## src/rtl/cpu_pkg.sv

```systemverilog
`default_nettype none
// ============================================================================
//  Module   : cpu_pkg
//  Brief    : Shared state encoding, vector addresses and stack helpers.
//  Revision : 1.0
// ============================================================================
package cpu_pkg;

    typedef enum logic [2:0] {
        ST_IDLE   = 3'd0,
        ST_PUSH_H = 3'd1,
        ST_PUSH_L = 3'd2,
        ST_PUSH_P = 3'd3,
        ST_VEC_LO = 3'd4,
        ST_VEC_HI = 3'd5,
        ST_LOAD   = 3'd6
    } state_t;

    localparam logic [15:0] VEC_NMI    = 16'hFFFA;
    localparam logic [15:0] VEC_RST    = 16'hFFFC;
    localparam logic [15:0] VEC_IRQ    = 16'hFFFE;
    localparam logic [7:0]  STACK_PAGE = 8'h01;

    // Pushed status always has bit5 set and the break bit (bit4) clear.
    function automatic logic [7:0] push_status(input logic [7:0] p);
        return {p[7:6], 1'b1, 1'b0, p[3:0]};
    endfunction

endpackage
`default_nettype wire

```

## src/rtl/nmi_edge.sv

```systemverilog
`default_nettype none
// ============================================================================
//  Module   : nmi_edge
//  Brief    : NMI rising-edge detector with a sticky pending flag.
//  Revision : 1.0
// ============================================================================
module nmi_edge (
    input  logic clk,
    input  logic rst,
    input  logic i_nmi,
    input  logic i_clear,
    output logic o_pend
);

    logic r_smp_q;
    logic w_smp_d;
    logic r_pend_q;
    logic w_pend_d;

    // A new edge wins over a simultaneous clear so it is never lost.
    always_comb begin
        w_smp_d  = i_nmi;
        w_pend_d = (i_nmi & ~r_smp_q) | (r_pend_q & ~i_clear);
    end

    always_ff @(posedge clk) begin
        if (rst) begin
            r_smp_q  <= 1'b0;
            r_pend_q <= 1'b0;
        end else begin
            r_smp_q  <= w_smp_d;
            r_pend_q <= w_pend_d;
        end
    end

    assign o_pend = r_pend_q;

endmodule
`default_nettype wire

```

## src/rtl/int_seq.sv

```systemverilog
`default_nettype none
// ============================================================================
//  Module   : int_seq
//  Brief    : Reset/NMI/IRQ sequencer: pushes PC and P, fetches the vector.
//  Revision : 1.0
// ============================================================================
module int_seq
    import cpu_pkg::*;
(
    input  logic        CLK,
    input  logic        R,
    input  logic        NMI,
    input  logic        IRQ,
    input  logic        I_FLAG,
    input  logic        OP_DONE,
    input  logic [15:0] PC_IN,
    input  logic [7:0]  P_IN,
    input  logic [7:0]  SP_IN,
    input  logic [7:0]  DATA_IN,
    output logic        BUSY,
    output logic [15:0] ADDR,
    output logic [7:0]  DATA_OUT,
    output logic        WE,
    output logic [7:0]  PC_LO,
    output logic [7:0]  PC_HI,
    output logic        PC_WR,
    output logic        SP_DEC,
    output logic        SET_I
);

    state_t      r_state_q, w_state_d;
    logic [15:0] r_pc_save_q, w_pc_save_d;
    logic [15:0] r_vec_q, w_vec_d;
    logic [7:0]  r_sp_save_q, w_sp_save_d;
    logic [7:0]  r_lo_q, w_lo_d;
    logic        w_nmi_pend;
    logic        w_take_nmi;
    logic        w_take_irq;

    nmi_edge u_nmi_edge (
        .clk     (CLK),
        .rst     (R),
        .i_nmi   (NMI),
        .i_clear (w_take_nmi),
        .o_pend  (w_nmi_pend)
    );

    always_comb begin
        w_take_nmi  = (r_state_q == ST_IDLE) && OP_DONE && w_nmi_pend;
        w_take_irq  = (r_state_q == ST_IDLE) && OP_DONE && !w_nmi_pend && IRQ && !I_FLAG;
        w_state_d   = r_state_q;
        w_pc_save_d = r_pc_save_q;
        w_sp_save_d = r_sp_save_q;
        w_vec_d     = r_vec_q;
        w_lo_d      = r_lo_q;
        case (r_state_q)
            ST_IDLE: begin
                if (w_take_nmi || w_take_irq) begin
                    w_state_d   = ST_PUSH_H;
                    w_pc_save_d = PC_IN;
                    w_sp_save_d = SP_IN;
                    w_vec_d     = w_take_nmi ? VEC_NMI : VEC_IRQ;
                end
            end
            ST_PUSH_H: w_state_d = ST_PUSH_L;
            ST_PUSH_L: w_state_d = ST_PUSH_P;
            ST_PUSH_P: w_state_d = ST_VEC_LO;
            ST_VEC_LO: w_state_d = ST_VEC_HI;
            ST_VEC_HI: begin
                // DATA_IN here is the low vector byte addressed in VEC_LO.
                w_state_d = ST_LOAD;
                w_lo_d    = DATA_IN;
            end
            ST_LOAD:   w_state_d = ST_IDLE;
            default:   w_state_d = ST_IDLE;
        endcase
    end

    always_ff @(posedge CLK) begin
        if (R) begin
            r_state_q   <= ST_VEC_LO;
            r_vec_q     <= VEC_RST;
            r_lo_q      <= 8'h00;
            r_pc_save_q <= 16'h0000;
            r_sp_save_q <= 8'h00;
        end else begin
            r_state_q   <= w_state_d;
            r_vec_q     <= w_vec_d;
            r_lo_q      <= w_lo_d;
            r_pc_save_q <= w_pc_save_d;
            r_sp_save_q <= w_sp_save_d;
        end
    end

    always_comb begin
        BUSY     = (r_state_q != ST_IDLE);
        ADDR     = 16'h0000;
        DATA_OUT = 8'h00;
        WE       = 1'b0;
        SP_DEC   = 1'b0;
        PC_LO    = 8'h00;
        PC_HI    = 8'h00;
        PC_WR    = 1'b0;
        SET_I    = 1'b0;
        case (r_state_q)
            ST_PUSH_H: begin
                ADDR     = {STACK_PAGE, r_sp_save_q};
                DATA_OUT = r_pc_save_q[15:8];
                WE       = 1'b1;
                SP_DEC   = 1'b1;
            end
            ST_PUSH_L: begin
                ADDR     = {STACK_PAGE, r_sp_save_q - 8'd1};
                DATA_OUT = r_pc_save_q[7:0];
                WE       = 1'b1;
                SP_DEC   = 1'b1;
            end
            ST_PUSH_P: begin
                ADDR     = {STACK_PAGE, r_sp_save_q - 8'd2};
                DATA_OUT = push_status(P_IN);
                WE       = 1'b1;
                SP_DEC   = 1'b1;
            end
            ST_VEC_LO: ADDR = r_vec_q;
            ST_VEC_HI: ADDR = r_vec_q + 16'd1;
            ST_LOAD: begin
                PC_LO = r_lo_q;
                PC_HI = DATA_IN;
                PC_WR = 1'b1;
                SET_I = 1'b1;
            end
            default: ;
        endcase
    end

endmodule
`default_nettype wire

```

## config.mk

```make
export PLATFORM = sky130hd
export DESIGN_NAME = int_seq
export DESIGN_NICKNAME = d
export VERILOG_FILES = /design/src/rtl/cpu_pkg.sv /design/src/rtl/nmi_edge.sv /design/src/rtl/int_seq.sv
export SDC_FILE = /design/constraint.sdc
export NUM_CORES = 1
export LEC_CHECK = 0
export CAP_MARGIN = 20
export CORE_UTILIZATION = 43
export CTS_CLUSTER_DIAMETER = 200
export DETAILED_ROUTE_END_ITERATION = 10
export PLACE_DENSITY = 0.82
export SYNTH_ARGS = -nofsm -noshare
export SYNTH_HDL_FRONTEND = slang
export SYNTH_HIERARCHICAL = 1
export SYNTH_SLANG_ARGS = --single-unit
```

## constraint.sdc

```tcl
create_clock -name CLK -period 2.1 [get_ports CLK]
set_input_delay 0.42 -clock CLK [delete_from_list [all_inputs] [get_ports CLK]]
set_output_delay 0.42 -clock CLK [all_outputs]
set_load 0.02 [all_outputs]
```

==> results.ini, run 1 <==
[clock_tree]
cts_tree=built
cts_buffer_depth=2
cts-root-buf=clkbuf_8
numCtsBuffers=5
clock_latency_ps=290
clock_sinks=39
cts-htree-levels=2
clkTransAtPathRegs_ps=70
ctsHoldBuffers=0

[placed_design]
io_buffers=88
dp_slack_ps=-304
hpwl_um=4300
dp_cells=455
gp_congestion=0.859

[drt]
drt_pass1_iterations=4
routed_via_density=5.18
drt-wirelength-per-cell_um=13.5
drc=0
num_vias=2412
drt_iter0_drc=83
drt_wl_total_um=6300
ant_nets=0

[floorplan]
io_pins=91
die_h_um=74.6
start_util_pct=44.6
num_rows=26
die_area_um2=5560
die_x_um=74.6
core_area_um2=5070

[timing]
layout_setup_ws_ps=-181
post-route-period-util_pct=109
finalCriticalPeriod_ps=2280
fmax_mhz=438
worstMarginPinSlew_ps=291
skew_ps=7.65
slew-limit-headroom_pct=80.5
hold_slack_ps=453
hold_viol_final=0
grt_setup_unrepaired=true
setup_violations=5
drv_slew=0

[grt]
grt_use_met1_pct=29.0
grt_max_degree=40
gr-usage-met2_pct=40.5
grt_pass1_wl_um=9860
grtUsageTotal_pct=23.3
antenna_found_initial=0
use_met3_pct=4.88
top_usage_layer=met2
grt_pass1_vias=2174
grt_overflow_total=0

[synth]
synth_area_leaders=dfxtp_1 (34%), nand2_1 (11%), a21oi_1 (9.1%)
synthTopCellsByCount=nand2_1 (64), a21oi_1 (41), dfxtp_1 (39)
synth_top_area_share_pct=34.5
syn_nets=347
yosys_warnings=6
ys_ff_latch=39
synth.largest_area_cell=dfxtp_1
syn-cell-area_um2=2260
dominantRegCellSynth=dfxtp_1
synth.most_common_cell=nand2_1
synth_edf_count=0
async_flop_share_pct=0
synth.avg_cell_area_um2=7.60
ys_seq_area_share_pct=34.5
synthDistinctLibCells=42
syn_inst=298

[worst_setup_path]
cp_data_arrival_time_ps=1860
cp-end-kind=primary output
critical_path_required_ps=1680
cp-start-kind=flop
worstPathMaxFanout=4
critPathKind=reg2out

[pwr]
peakVddDrop_mv=0.368
power.leakage_nw=1.43
cellPowerDensity_nw_per_um2=559

[final_layout]
final_cells=466
final_nets=446
drive_gt1_share_pct=26.8
fillers=438
regArea_um2=792
final_core_util_pct=67.7
antenna_cells=0
multi_input_area_um2=1360
syn_to_final_growth_pct=51.8

[job]
maxCapViolations=0

[min_path]
hold_class=reg2reg

[outcome]
violations=setup timing
outcome=complete, but fails checks

## timing repair
item | CTS | global route
pin swaps | 4 | 6
gates resized for setup | 114 | 48
setup buffers | 4 | 1
setup endpoints to repair | 45 | 31
## routing by layer
layer,wire (µm),vias to the layer above
li1,-,1207
met1,2710,1112
met2,3160,75
met3,290,18
met4,133,0
met5,0,-
## kinds of logic (layout without fill, tap and decap cells)
family / count (synthesis) / in the layout / synth area share (%)
buf+inv: 40 / 138 / 9.72
xor+xnor: 3 / 3 / 1.16
compound gates: 73 / 73 / 20.1
mux: 10 / 10 / 4.81
flops: 39 / 39 / 34.5
simple gates: 130 / 130 / 28.1
fa+ha+maj: 3 / 3 / 1.66
## path summary, 6_finish.rpt
check        slack [ps]                         from  cells after the start                           end
min reg2reg         450       r_lo_q[4]$_SDFFE_PP0N_                      2        r_lo_q[4]$_SDFFE_PP0N_
min                 450       r_lo_q[4]$_SDFFE_PP0N_                      2        r_lo_q[4]$_SDFFE_PP0N_
max reg2reg         330    r_state_q[2]$_SDFFE_PP1P_                      7  r_pc_save_q[15]$_SDFFE_PP0P_
max                -180  r_sp_save_q[1]$_SDFFE_PP0P_                      7                       ADDR[4]
## state kept, by name, summed over array words and instances, names as in the netlist
signal and cells:
r_state_q 3, r_pc_save_q 16, u_nmi_edge/r_smp_q 1, r_lo_q 8, r_sp_save_q 8, u_nmi_edge/o_pend 1
r_vec_q 2
## placed cells by master, fill, tap and decap left out, drive strengths merged, types with 9 or more instances in the layout
master         netlist  final
nand3                9      9
clkdlybuf4s50        0     43
and3                17     17
nor2                13     13
nand2               64     64
clkbuf              15     20
a21oi               42     42
dfxtp               39     39
dlygate4sd2          0     18
buf                 20     48
## cell type report
class,count,area share (%)
multi-input cells,219,39.6
repair buffers,127,31.9
clock inverters,1,0.218
clock buffers,5,2.00
flip-flops and latches,39,23.0
inverters,5,0.692
well taps,70,2.55
## where the power goes
part / switching, mW / internal (mW) / leakage [nW]
sequential: 0.0257 / 0.772 / 0.319
combinational: 0.334 / 0.310 / 1.07
clock: 0.257 / 0.220 / 0.0361
## worst max-delay path, cell delays in order, from the launching register on
cell	delay [ps]
dfxtp_2	350
inv_4	50
buf_6	120
ha_4	150
mux2_4	270
a22o_1	190
a211o_1	290
buf_6	140
## stage by stage
stage	cell area (µm²)	TNS, ps	power (mW)
detailed placement	3300	-2460	1.46
global placement	3300	-2150	1.46
finish	3440	-402	1.92
CTS	3460	-359	1.92
global route	3440	-822	2.02
floorplan	2260	0	1.18
(Power assumes the default switching activity.)
==> inputs of run 2 (changes only) <==
Settings changed: TNS_END_PERCENT from default to 1.
==> run 2 against run 1 <==
  * Worst setup slack better by 120 ps
  * The run still ends with setup timing left
  * Combinational power down 2%
  * Largest power group unchanged
  * Die area unchanged
  * First-iteration DRC count up 17%
  * Total power down 1.3%
  * Core utilization down 0.57 points
  * Count of clock-buffer cells in the layout unchanged
==> results.ini, run 2 (synthesized netlist as in run 1, its figures left out) <==
[final_layout]
final_core_util_pct=67.2  ; -0.57 points
final_cells=461  ; -1.1%
syn_to_final_growth_pct=50.5
stdcell_area_um2=3410  ; -0.84%
final_common_cell=nand2_1
largest-register=r_pc_save_q
drive_gt1_share_pct=20.2  ; -6.6 points
final_nets=441  ; -1.1%
antenna_cells=0  ; unchanged
top_regs=r_pc_save_q (16), r_lo_q (8), r_sp_save_q (8)
layout_common_cells=nand2_1 (63), clkdlybuf4s50_1 (43), a21oi_1 (40), dfxtp_1 (35), buf_4 (34)
largest_reg_flops=16  ; unchanged

[drt]
ant_nets=0  ; unchanged
routed_via_density=5.07  ; -2.0%
num_vias=2338  ; -3.1%
drc=0  ; unchanged
drt_iter0_drc=97  ; +17%
drt_pass1_iterations=4  ; unchanged
drt-wirelength-per-cell_um=12.7  ; -5.9%
drt_wl_total_um=5870  ; -6.9%

[placed_design]
dp_cells=455  ; unchanged
hpwl_um=4300  ; unchanged
io_buffers=88  ; unchanged
dp_slack_ps=-304  ; unchanged
gp_congestion=0.859  ; unchanged
place_area_um2=3300  ; unchanged

[timing]
worstMarginPinSlew_ps=293  ; +2.02 ps
drv_slew=0  ; unchanged
setup_violations=6  ; +1
hold_slack_ps=452  ; -0.691 ps
fmax_mhz=463  ; +5.5%
finalCriticalPeriod_ps=2160  ; -120 ps
layout_setup_ws_ps=-61.2  ; +120 ps
hold_viol_final=0  ; unchanged
setup_tns_ps=-104  ; +298 ps
grt_setup_unrepaired=true
slew-limit-headroom_pct=80.4  ; -0.14 points
skew_ps=6.74  ; -0.914 ps
post-route-period-util_pct=103  ; -5.7 points

[worst_setup_path]
r2r_slack_ps=310  ; -20 ps
worstPathCellList=inv_4 > ha_4 > mux2_1 > a22o_1 > a211o_1 > buf_6
cp_slowest_cell=dfxtp_2
critPathKind=reg2out
cp-start-kind=flop
rr_startpoint=r_state_q[2]$_SDFFE_PP1P_
cp-end-kind=primary output
cp_data_arrival_time_ps=1740  ; -120 ps
worstPathMaxFanout=5  ; +1
slowest_delay_ps=350  ; about the same
critical_path_required_ps=1680  ; about the same
startpoint=r_sp_save_q[1]$_SDFFE_PP0P_

[floorplan]
core_area_um2=5070  ; unchanged
num_rows=26  ; unchanged
die_x_um=74.6  ; unchanged
start_util_pct=44.6  ; unchanged
io_pins=91  ; unchanged
die_area_um2=5560  ; unchanged
die_h_um=74.6  ; unchanged

[grt]
grt_overflow_total=0  ; unchanged
grt_pass1_wl_um=9520  ; -3.5%
grtUsageTotal_pct=22.4  ; -0.91 points
grt_max_degree=40  ; unchanged
antenna_found_initial=0  ; unchanged
grt_pass1_vias=2140  ; -1.6%

[min_path]
hp-start=r_lo_q[4]$_SDFFE_PP0N_
hold_class=reg2reg

[pwr]
power.leakage_nw=1.41  ; -1.7%
peakVddDrop_mv=0.347  ; -5.7%
power.total_mw=1.89  ; -1.3%
cellPowerDensity_nw_per_um2=556  ; -0.50%

[clock_tree]
clock_latency_ps=290  ; about the same
clock_sinks=39  ; unchanged
numCtsBuffers=5  ; unchanged
cts-htree-levels=2  ; unchanged
cts-root-buf=clkbuf_8
cts_tree=built
postCtsSetupBuffers=0  ; -4
cts_buffer_depth=2  ; unchanged
clkTransAtPathRegs_ps=70  ; about the same
ctsHoldBuffers=0  ; unchanged

[outcome]
outcome=complete, but fails checks
violations=setup timing

[job]
maxCapViolations=0  ; unchanged

run 2: changes by cell type in the layout (fill, tap and decap cells not counted), moves of 4 or more:
cell / change
buf_6: -4
clkbuf_2: -15
clkdlybuf4s15_1: +5
dlygate4sd2_1: +10
run 2: critical path: cells and delay by family (launching register included):
family / cells / cell delay, ps
adder cells (fa/ha/maj): 1 / 160
buffers and inverters: 2 / 190
flip-flops: 1 / 350
multiplexers: 1 / 270
AO/OA/AOI/OAI: 2 / 480
run 2: power by group:
part	internal, mW	switching (mW)
Sequential	0.771	0.0227
Clock	0.220	0.251
Combinational	0.304	0.325
run 2: area by class of cell:
type / instances / area (µm²)
Fill cell: 444 / 1670
Multi-Input combinational cell: 219 / 1310
Timing Repair Buffer: 122 / 1120
Sequential cell: 39 / 788
Tap cell: 70 / 87.6
Clock buffer: 5 / 68.8
Inverter: 5 / 21.3
Clock inverter: 1 / 7.51
run 2: repair_timing:
item / CTS / global route
resized for setup: 101 / 12
pin swaps: 1 / 3
endpoints found under the setup margin: 45 / 26
run 2: worst paths after layout:
check	end	cells after the start
max	ADDR[4]	6
min	r_lo_q[4]$_SDFFE_PP0N_	2
max reg2reg	r_pc_save_q[15]$_SDFFE_PP0P_	7
min reg2reg	r_lo_q[4]$_SDFFE_PP0N_	2
run 2: routing by layer:
layer	GRT usage (%)	share of wire [%]
met2	39.3	50
met4	5.87	0.46
met5	0	0
met3	5.01	5.2
met1	27.4	45
==> inputs of run 3 (changes only) <==
--- a/config.mk
+++ b/config.mk
@@ -11,2 +11,3 @@
 export DETAILED_ROUTE_END_ITERATION = 10
+export MAX_ROUTING_LAYER = met4
 export PLACE_DENSITY = 0.82
==> constraint.sdc (replaced) <==
create_clock -name CLK -period 2.1 [get_ports CLK]
set_input_delay 0.315 -clock CLK [delete_from_list [all_inputs] [get_ports CLK]]
set_output_delay 0.315 -clock CLK [all_outputs]
set_load 0.02 [all_outputs]
==> run 3 against run 2 <==
  * The run now ends clean
  * Hold slack got worse by 1.3 ps
  * Worst setup slack improved by 72 ps
  * Clock skew decreased by 3.8 ps
==> results.ini, run 3 (synthesized netlist as in run 1, its figures left out) <==
[drt]
drt-wirelength-per-cell_um=12.7  ; -0.34%
drc=0  ; unchanged
ant_nets=0  ; unchanged
routed_via_density=5.12  ; +1.0%
drt_iter0_drc=103  ; +6.2%
met1_length_um=2520  ; -3.6%
met3_length_um=374  ; +21%
num_vias=2367  ; +1.2%
routed.top_layer=met4
wl_met2_um=2870  ; -1.5%
drt_pass1_iterations=4  ; unchanged
drt_wl_total_um=5860  ; -0.12%

[final_layout]
largest_reg_flops=16  ; unchanged
final_nets=440  ; -0.23%
final_cells=462  ; +0.22%
stdcell_area_um2=3430  ; +0.77%
antenna_cells=0  ; unchanged
largest-register=r_pc_save_q
layout_common_cells=nand2_1 (64), clkdlybuf4s50_1 (43), a21oi_1 (41), dfxtp_1 (35), buf_4 (31)
multi_input_area_um2=1300  ; -1.1%
regArea_um2=786  ; -0.32%
drive_gt1_share_pct=18.1  ; -2.1 points
final_common_cell=nand2_1
final_core_util_pct=67.7  ; +0.52 points
syn_to_final_growth_pct=51.7
top_regs=r_pc_save_q (16), r_lo_q (8), r_sp_save_q (8)
fillers=447  ; +0.68%

[grt]
grtUsageTotal_pct=22.5  ; +0.17 points
grt_max_degree=40  ; unchanged
grt_pass1_wl_um=9380  ; -1.5%
grt_pass1_vias=2086  ; -2.5%
antenna_found_initial=0  ; unchanged
grt_overflow_total=0  ; unchanged

[timing]
worstMarginPinSlew_ps=289  ; -4.42 ps
hold_slack_ps=451  ; -1.25 ps
skew_ps=2.95  ; -3.79 ps
grt_setup_unrepaired=true
finalCriticalPeriod_ps=2090  ; -71.8 ps
fmax_mhz=479  ; +3.4%
drv_slew=0  ; unchanged
post-route-period-util_pct=99.5  ; -3.4 points
hold_viol_final=0  ; unchanged
slew-limit-headroom_pct=80.7  ; +0.29 points
setup_violations=0  ; -6

[worst_setup_path]
cp_slowest_cell=dfxtp_2
cp_num_buf_inv=2  ; unchanged
worstPathMaxFanout=5  ; unchanged
cp_data_arrival_time_ps=1770  ; +30 ps
critical_path.top_delay_family=compound AO/OA/AOI/OAI gates
slowest_delay_ps=360  ; about the same
critical_path_required_ps=1780  ; +100 ps
critPathKind=reg2out
cp-end-kind=primary output
cp-start-kind=flop
worstPathCellList=inv_4 > ha_4 > mux2_1 > a22o_1 > a211o_1 > buf_2

[floorplan]
num_rows=26  ; unchanged
io_pins=91  ; unchanged
die_area_um2=5560  ; unchanged
die_x_um=74.6  ; unchanged
die_h_um=74.6  ; unchanged
start_util_pct=44.6  ; unchanged
core_area_um2=5070  ; unchanged

[pwr]
peakVddDrop_mv=0.469  ; +35%
cellPowerDensity_nw_per_um2=573  ; +3.1%
power.leakage_nw=1.59  ; +13%

[outcome]
outcome=finished clean

[job]
maxCapViolations=0  ; unchanged

[clock_tree]
clock_latency_ps=290  ; about the same
postCtsSetupBuffers=0  ; unchanged
clkTransAtPathRegs_ps=80  ; about the same
clock_sinks=39  ; unchanged
numCtsBuffers=5  ; unchanged
cts_buffer_depth=2  ; unchanged
cts_tree=built
cts-htree-levels=2  ; unchanged
cts-root-buf=clkbuf_8
ctsHoldBuffers=0  ; unchanged

[placed_design]
io_buffers=88  ; unchanged
place_area_um2=3290  ; -0.23%
hpwl_um=4300  ; about the same
dp_cells=454  ; -0.22%
gp_congestion=0.834  ; -2.9%

[min_path]
hold_class=reg2reg

## run 3: layout make-up
cell class	count	share of cell area, %
inverters	5	0.619
repair buffers	121	33.2
clock inverters	1	0.219
clock buffers	7	2.81
well taps	70	2.55
flip-flops and latches	39	22.9
multi-input cells	219	37.7
## run 3: final timing paths
kind                                                     end                         from  cells after the start  slack [ps]
worst min register to register        r_lo_q[2]$_SDFFE_PP0N_       r_lo_q[2]$_SDFFE_PP0N_                      2         450
worst max-delay path                                 ADDR[4]  r_sp_save_q[1]$_SDFFE_PP0P_                      6          10
worst max register to register  r_pc_save_q[14]$_SDFFE_PP0P_    r_state_q[2]$_SDFFE_PP1P_                      7         360
worst min-delay path                  r_lo_q[2]$_SDFFE_PP0N_       r_lo_q[2]$_SDFFE_PP0N_                      2         450
## run 3: per-layer routing
metal	GRT usage, %	up-vias
li1	-	1202
met1	28.2	1066
met2	36.0	87
met3	3.79	12
met4	9.01	0
met5	-	-
## run 3: worst register-to-register path, delay by kind of cell (launching register included)
kind	cells	cell delay, ps
compound gates	2	410
buf+inv	3	570
flops	1	320
simple gates	2	360
## run 3: repair_timing
action,in CTS,in global routing
cloned,0,0
setup endpoints to repair,37,23
pin swaps,0,2
resized for setup,58,28
## run 3: stage by stage
stage                     worst slack (ps)  TNS [ps]  power (mW)
after floorplan                        186         0        1.18
after global placement                -132      -544        1.45
after detailed placement              -187      -771        1.46
after CTS                             -237     -1390        1.98
after global routing                 -36.9      -123        2.06
final                                 10.7         0        1.97
## run 3: report_power, final
group,internal [mW],switching (mW),total [mW]
Combinational,0.294,0.321,0.615
Clock,0.299,0.261,0.560
Sequential,0.771,0.0213,0.793
Total,1.36,0.604,1.97
==> edit 1, RTL diff (flow settings as in run 3) <==
Re-encode `state_t` (7 states) as Gray code, 3 bits wide.
--- a/src/rtl/cpu_pkg.sv
+++ b/src/rtl/cpu_pkg.sv
@@ -7,13 +7,13 @@
 package cpu_pkg;
 
     typedef enum logic [2:0] {
-        ST_IDLE   = 3'd0,
-        ST_PUSH_H = 3'd1,
-        ST_PUSH_L = 3'd2,
-        ST_PUSH_P = 3'd3,
-        ST_VEC_LO = 3'd4,
-        ST_VEC_HI = 3'd5,
-        ST_LOAD   = 3'd6
+        ST_IDLE   = 3'b000,
+        ST_PUSH_H = 3'b001,
+        ST_PUSH_L = 3'b011,
+        ST_PUSH_P = 3'b010,
+        ST_VEC_LO = 3'b110,
+        ST_VEC_HI = 3'b111,
+        ST_LOAD   = 3'b101
     } state_t;
 
     localparam logic [15:0] VEC_NMI    = 16'hFFFA;
Behaviour: same outputs for any inputs over 10 cycles, from zero or initial values; not proved beyond that.
==> edit 1 against run 3 <==
  * The flow now finishes with violations (negative setup slack)
  * Sequential cell count unchanged
  * Synthesized area down 5.3%
  * Synthesized cell count down 3.7%
  * Critical path depth up 1
  * Power down 6.1%
  * Final area down 5.9%
  * Routed wire length down 0.97%
  * Sequential power down 1%
  * Die area down 5.2%
  * Worst setup slack worse by 0.012 ns
  * Count of clock-buffer cells in the layout up 1
  * Highest routed layer unchanged
==> edit 1: results (changes against run 3) <==
Power
The standby leakage power is 0.00141 µW (-12%). The switching component of the power is 537 µW (-11%). The sequential share of power is 0.425 (+0.022). The highest ir drop seen on vdd came to 0.437 mV (-6.7%).

Run status
The run finished, with violations left. The checks that failed: negative setup slack.

Global route
The met1 usage is 0.281 (-0.000905). The first-pass GRT wire length is 9140 µm (-2.6%). The global routing met2 resource utilization came to 0.385 (+0.0249).

Synth
After synthesis, the most frequently instantiated cells are sky130_fd_sc_hd__nand2_1 (56), sky130_fd_sc_hd__dfxtp_1 (39), sky130_fd_sc_hd__a21oi_1 (38). Sorting the synthesized cells by area gives the leading types as sky130_fd_sc_hd__dfxtp_1 (36%), sky130_fd_sc_hd__nand2_1 (9.8%), sky130_fd_sc_hd__a21oi_1 (8.9%), sky130_fd_sc_hd__mux2i_1 (7.0%), sky130_fd_sc_hd__nor2_1 (5.6%). The share of synthesized area occupied by flip-flops and latches was 0.364 (+0.0193). The number of different library cells in the post-synthesis netlist is 40 (-4.8%).

Layout
The final standard cell utilization of the core is 0.680 (+0.00296). The number of inserted filler cells in the final layout is 428 (-4.3%). The count of nets after finishing is 435 (-1.1%). The layout clock buffer count came to 8 (+1). The clock network area share came to 0.0310 (+0.000735).

Worst setup path
The depth of the most critical reg-to-reg path is 6 (-1). The maximum fanout encountered on the critical timing path was 3 (-2). The register-to-register setup slack is 0.55 ns (+0.19 ns). The highest cell delay on the worst timing path is 0.33 ns (-0.03 ns). The critical path ends at ADDR[5].

Placement
The post-place instance area is 3180 µm² (-3.4%). The pre-CTS worst setup slack is -0.145 ns (+0.0427 ns). The half-perimeter wire length after detailed placement is 4220 µm (-1.7%).

Timing
The final worst-path setup slack is -0.00165 ns (-0.0123 ns). The final-report setup violation count is 1 (+1). The worst max-slew margin expressed relative to the limit was 0.724 (-0.0830).

Drt
The wire length per cell after detailed routing is 12.8 µm (+0.77%). The per-cell via count in the routed design is 5.03 (-1.8%). The overall routed net length came to 5800 µm (-0.97%).

The DRC violation total after the first TritonRoute iteration came to 195 (+89%).
[edit 1: cell count changes in the layout (fill, tap and decap cells not counted), sizes merged, moves of 9 or more]
cell	delta
and2	+15
and3	-16
dlygate4sd2	+13
dlymetal6s2s	-15
mux2i	+12
nor2	+19
o21ai	+9
[edit 1: repair_timing]
item | CTS | global route
endpoints found under the hold margin | 0 | 0
pin swaps | 0 | 1
resized for setup | 60 | 12
setup endpoints to repair | 42 | 7
hold buffers | 0 | 0
[edit 1: cell families after synthesis]
kind of cell,after synthesis,synth area share
buffers and inverters,34,0.0898
AND/OR/NAND/NOR,126,0.269
XOR/XNOR,1,0.00408
AO/OA/AOI/OAI,69,0.186
multiplexers,15,0.0700
adder cells (fa/ha/maj),3,0.0175
flip-flops,39,0.364
[edit 1: routing by layer]
metal / routed length (µm) / vias up
met5: 0 / -
met4: 103 / 0
met3: 316 / 11
met2: 2800 / 76
met1: 2580 / 1046
li1: - / 1150
==> edit 2, RTL diff (config.mk and constraints of run 3) <==
Without the edit above. Register the output `PC_WR`; this adds one clock of latency there. The other outputs are not delayed to match.
--- a/src/rtl/int_seq.sv
+++ b/src/rtl/int_seq.sv
@@ -27,6 +27,8 @@
     output logic        SP_DEC,
     output logic        SET_I
 );
+
+    logic PC_WR_d;
 
     state_t      r_state_q, w_state_d;
     logic [15:0] r_pc_save_q, w_pc_save_d;
@@ -100,7 +102,7 @@
         SP_DEC   = 1'b0;
         PC_LO    = 8'h00;
         PC_HI    = 8'h00;
-        PC_WR    = 1'b0;
+        PC_WR_d  = 1'b0;
         SET_I    = 1'b0;
         case (r_state_q)
             ST_PUSH_H: begin
@@ -126,13 +128,17 @@
             ST_LOAD: begin
                 PC_LO = r_lo_q;
                 PC_HI = DATA_IN;
-                PC_WR = 1'b1;
+                PC_WR_d = 1'b1;
                 SET_I = 1'b1;
             end
             default: ;
         endcase
     end
 
+    always_ff @(posedge CLK) begin
+        PC_WR <= PC_WR_d;
+    end
+
 endmodule
 `default_nettype wire
 
Check against the original RTL: not equivalent (a bounded check fails within 4 cycles, from zero or initial values).
==> edit 2 against run 3 <==
  * Worst setup slack better by 0.00073 ns
  * Sequential cell count up 1
  * Synthesized area rose by 0.55%
  * Final area fell by 0.84%
  * Power is 6.1% higher
  * Count of clock-buffer cells in the layout fell by 1
  * Via count shrank 0.72%
  * Sequential share of layout area is 0.74 points higher
  * Combinational power down 0.7%
  * Global-route usage rose by 0.15 points
  * Routed wire length increased by 0.90%
  * Critical path type unchanged
  * Critical endpoint unchanged
==> edit 2: results (changes against run 3) <==
Run status
The flow ran to the end, and the final reports show no timing, DRC or antenna violations.

Placement
The pre-CTS worst setup slack is -0.176 ns (+0.0111 ns). The post-place instance area is 3290 µm² (about the same). The cell count after placement is 452 (-0.44%). The half-perimeter wire length after detailed placement came to 4270 µm (-0.64%).

Synth
The synthesized area divided by synthesized cell count is 7.64 µm² (+0.55%). By area the synthesized netlist is led by sky130_fd_sc_hd__dfxtp_1 (35%), sky130_fd_sc_hd__nand2_1 (11%), sky130_fd_sc_hd__a21oi_1 (9.0%), sky130_fd_sc_hd__and3_1 (4.7%), sky130_fd_sc_hd__mux2_2 (3.0%). The share of synthesized area occupied by flip-flops and latches is 0.352 (+0.00690). The portion of netlist area occupied by mux cells was 0.0478 (-0.000264).

The post-synthesis xor/xnor area fraction came to 0.0115 (-0.0000637). The synthesized-area fraction occupied by ao, oa, aoi and oai cells is 0.200 (-0.00110). After synthesis, the most frequently instantiated cells are sky130_fd_sc_hd__nand2_1 (64), sky130_fd_sc_hd__a21oi_1 (41), sky130_fd_sc_hd__dfxtp_1 (40).

Power
The highest ir drop seen on vdd is 0.491 mV (+4.7%). The standby leakage power was 0.00147 µW (-7.7%).

Layout
The count of nets after finishing is 438 (-0.45%). The number of inserted filler cells in the final layout is 460 (+2.9%).

Worst setup path
The worst register-to-register path begins at r_state_q[0]$_SDFFE_PP0P_. The register-to-register setup slack came to 0.41 ns (+0.05 ns). The highest cell delay on the worst timing path is 0.36 ns (about the same).

The critical path start-end classification is reg2out. The depth of the most critical reg-to-reg path is 6 (-1). The capturing point of the worst reg2reg path is r_sp_save_q[0]$_SDFFE_PP0P_.

Global route
The via count of the first global-routing pass is 2,077 (-0.43%). The global routing usage summed across all routing layers is 0.227 (+0.00154). The first-pass GRT wire length is 9360 µm (-0.15%).

Clocking
The post-cts sizing count is 61 (+5.2%).

Timing
The largest clock skew in the final design is 0.0107 ns (+0.00780 ns). The final worst-path setup slack was 0.0114 ns (+0.000726 ns). The worst hold slack is 0.453 ns (+0.00166 ns). The slew at the pin closest to its max-slew limit is 0.313 ns (+0.0240 ns).

Worst hold path
The start point of the worst min-delay path is r_lo_q[2]$_SDFFE_PP0N_. The worst min-delay path endpoint is r_lo_q[2]$_SDFFE_PP0N_.

Drt
The DRC violation total after the first TritonRoute iteration is 149 (+45%). The total number of vias is 2,350 (-0.72%). The overall routed net length was 5910 µm (+0.90%).
edit 2: power breakdown:
| group | switching [µW] | internal (µW) |
|---|---|---|
| Combinational | 324 | 286 |
| Clock | 277 | 389 |
| Sequential | 19.2 | 791 |
edit 2: metal layers:
| layer | track usage | share of wire | vias to the layer above |
|---|---|---|---|
| li1 | - | - | 1196 |
| met1 | 0.282 | 0.45 | 1056 |
| met2 | 0.368 | 0.48 | 94 |
| met3 | 0.0522 | 0.069 | 4 |
| met4 | 0.0650 | 0.0063 | 0 |
| met5 | - | 0 | - |
edit 2: final cells by class:
| type | count | area (µm²) | area share |
|---|---|---|---|
| Clock inverter | 2 | 38.8 | 0.0114 |
| Clock buffer | 6 | 82.6 | 0.0242 |
| Multi-Input combinational cell | 219 | 1290 | 0.380 |
| Tap cell | 70 | 87.6 | 0.0257 |
| Inverter | 5 | 21.3 | 0.00625 |
| Timing Repair Buffer | 118 | 1080 | 0.316 |
| Sequential cell | 40 | 805 | 0.236 |
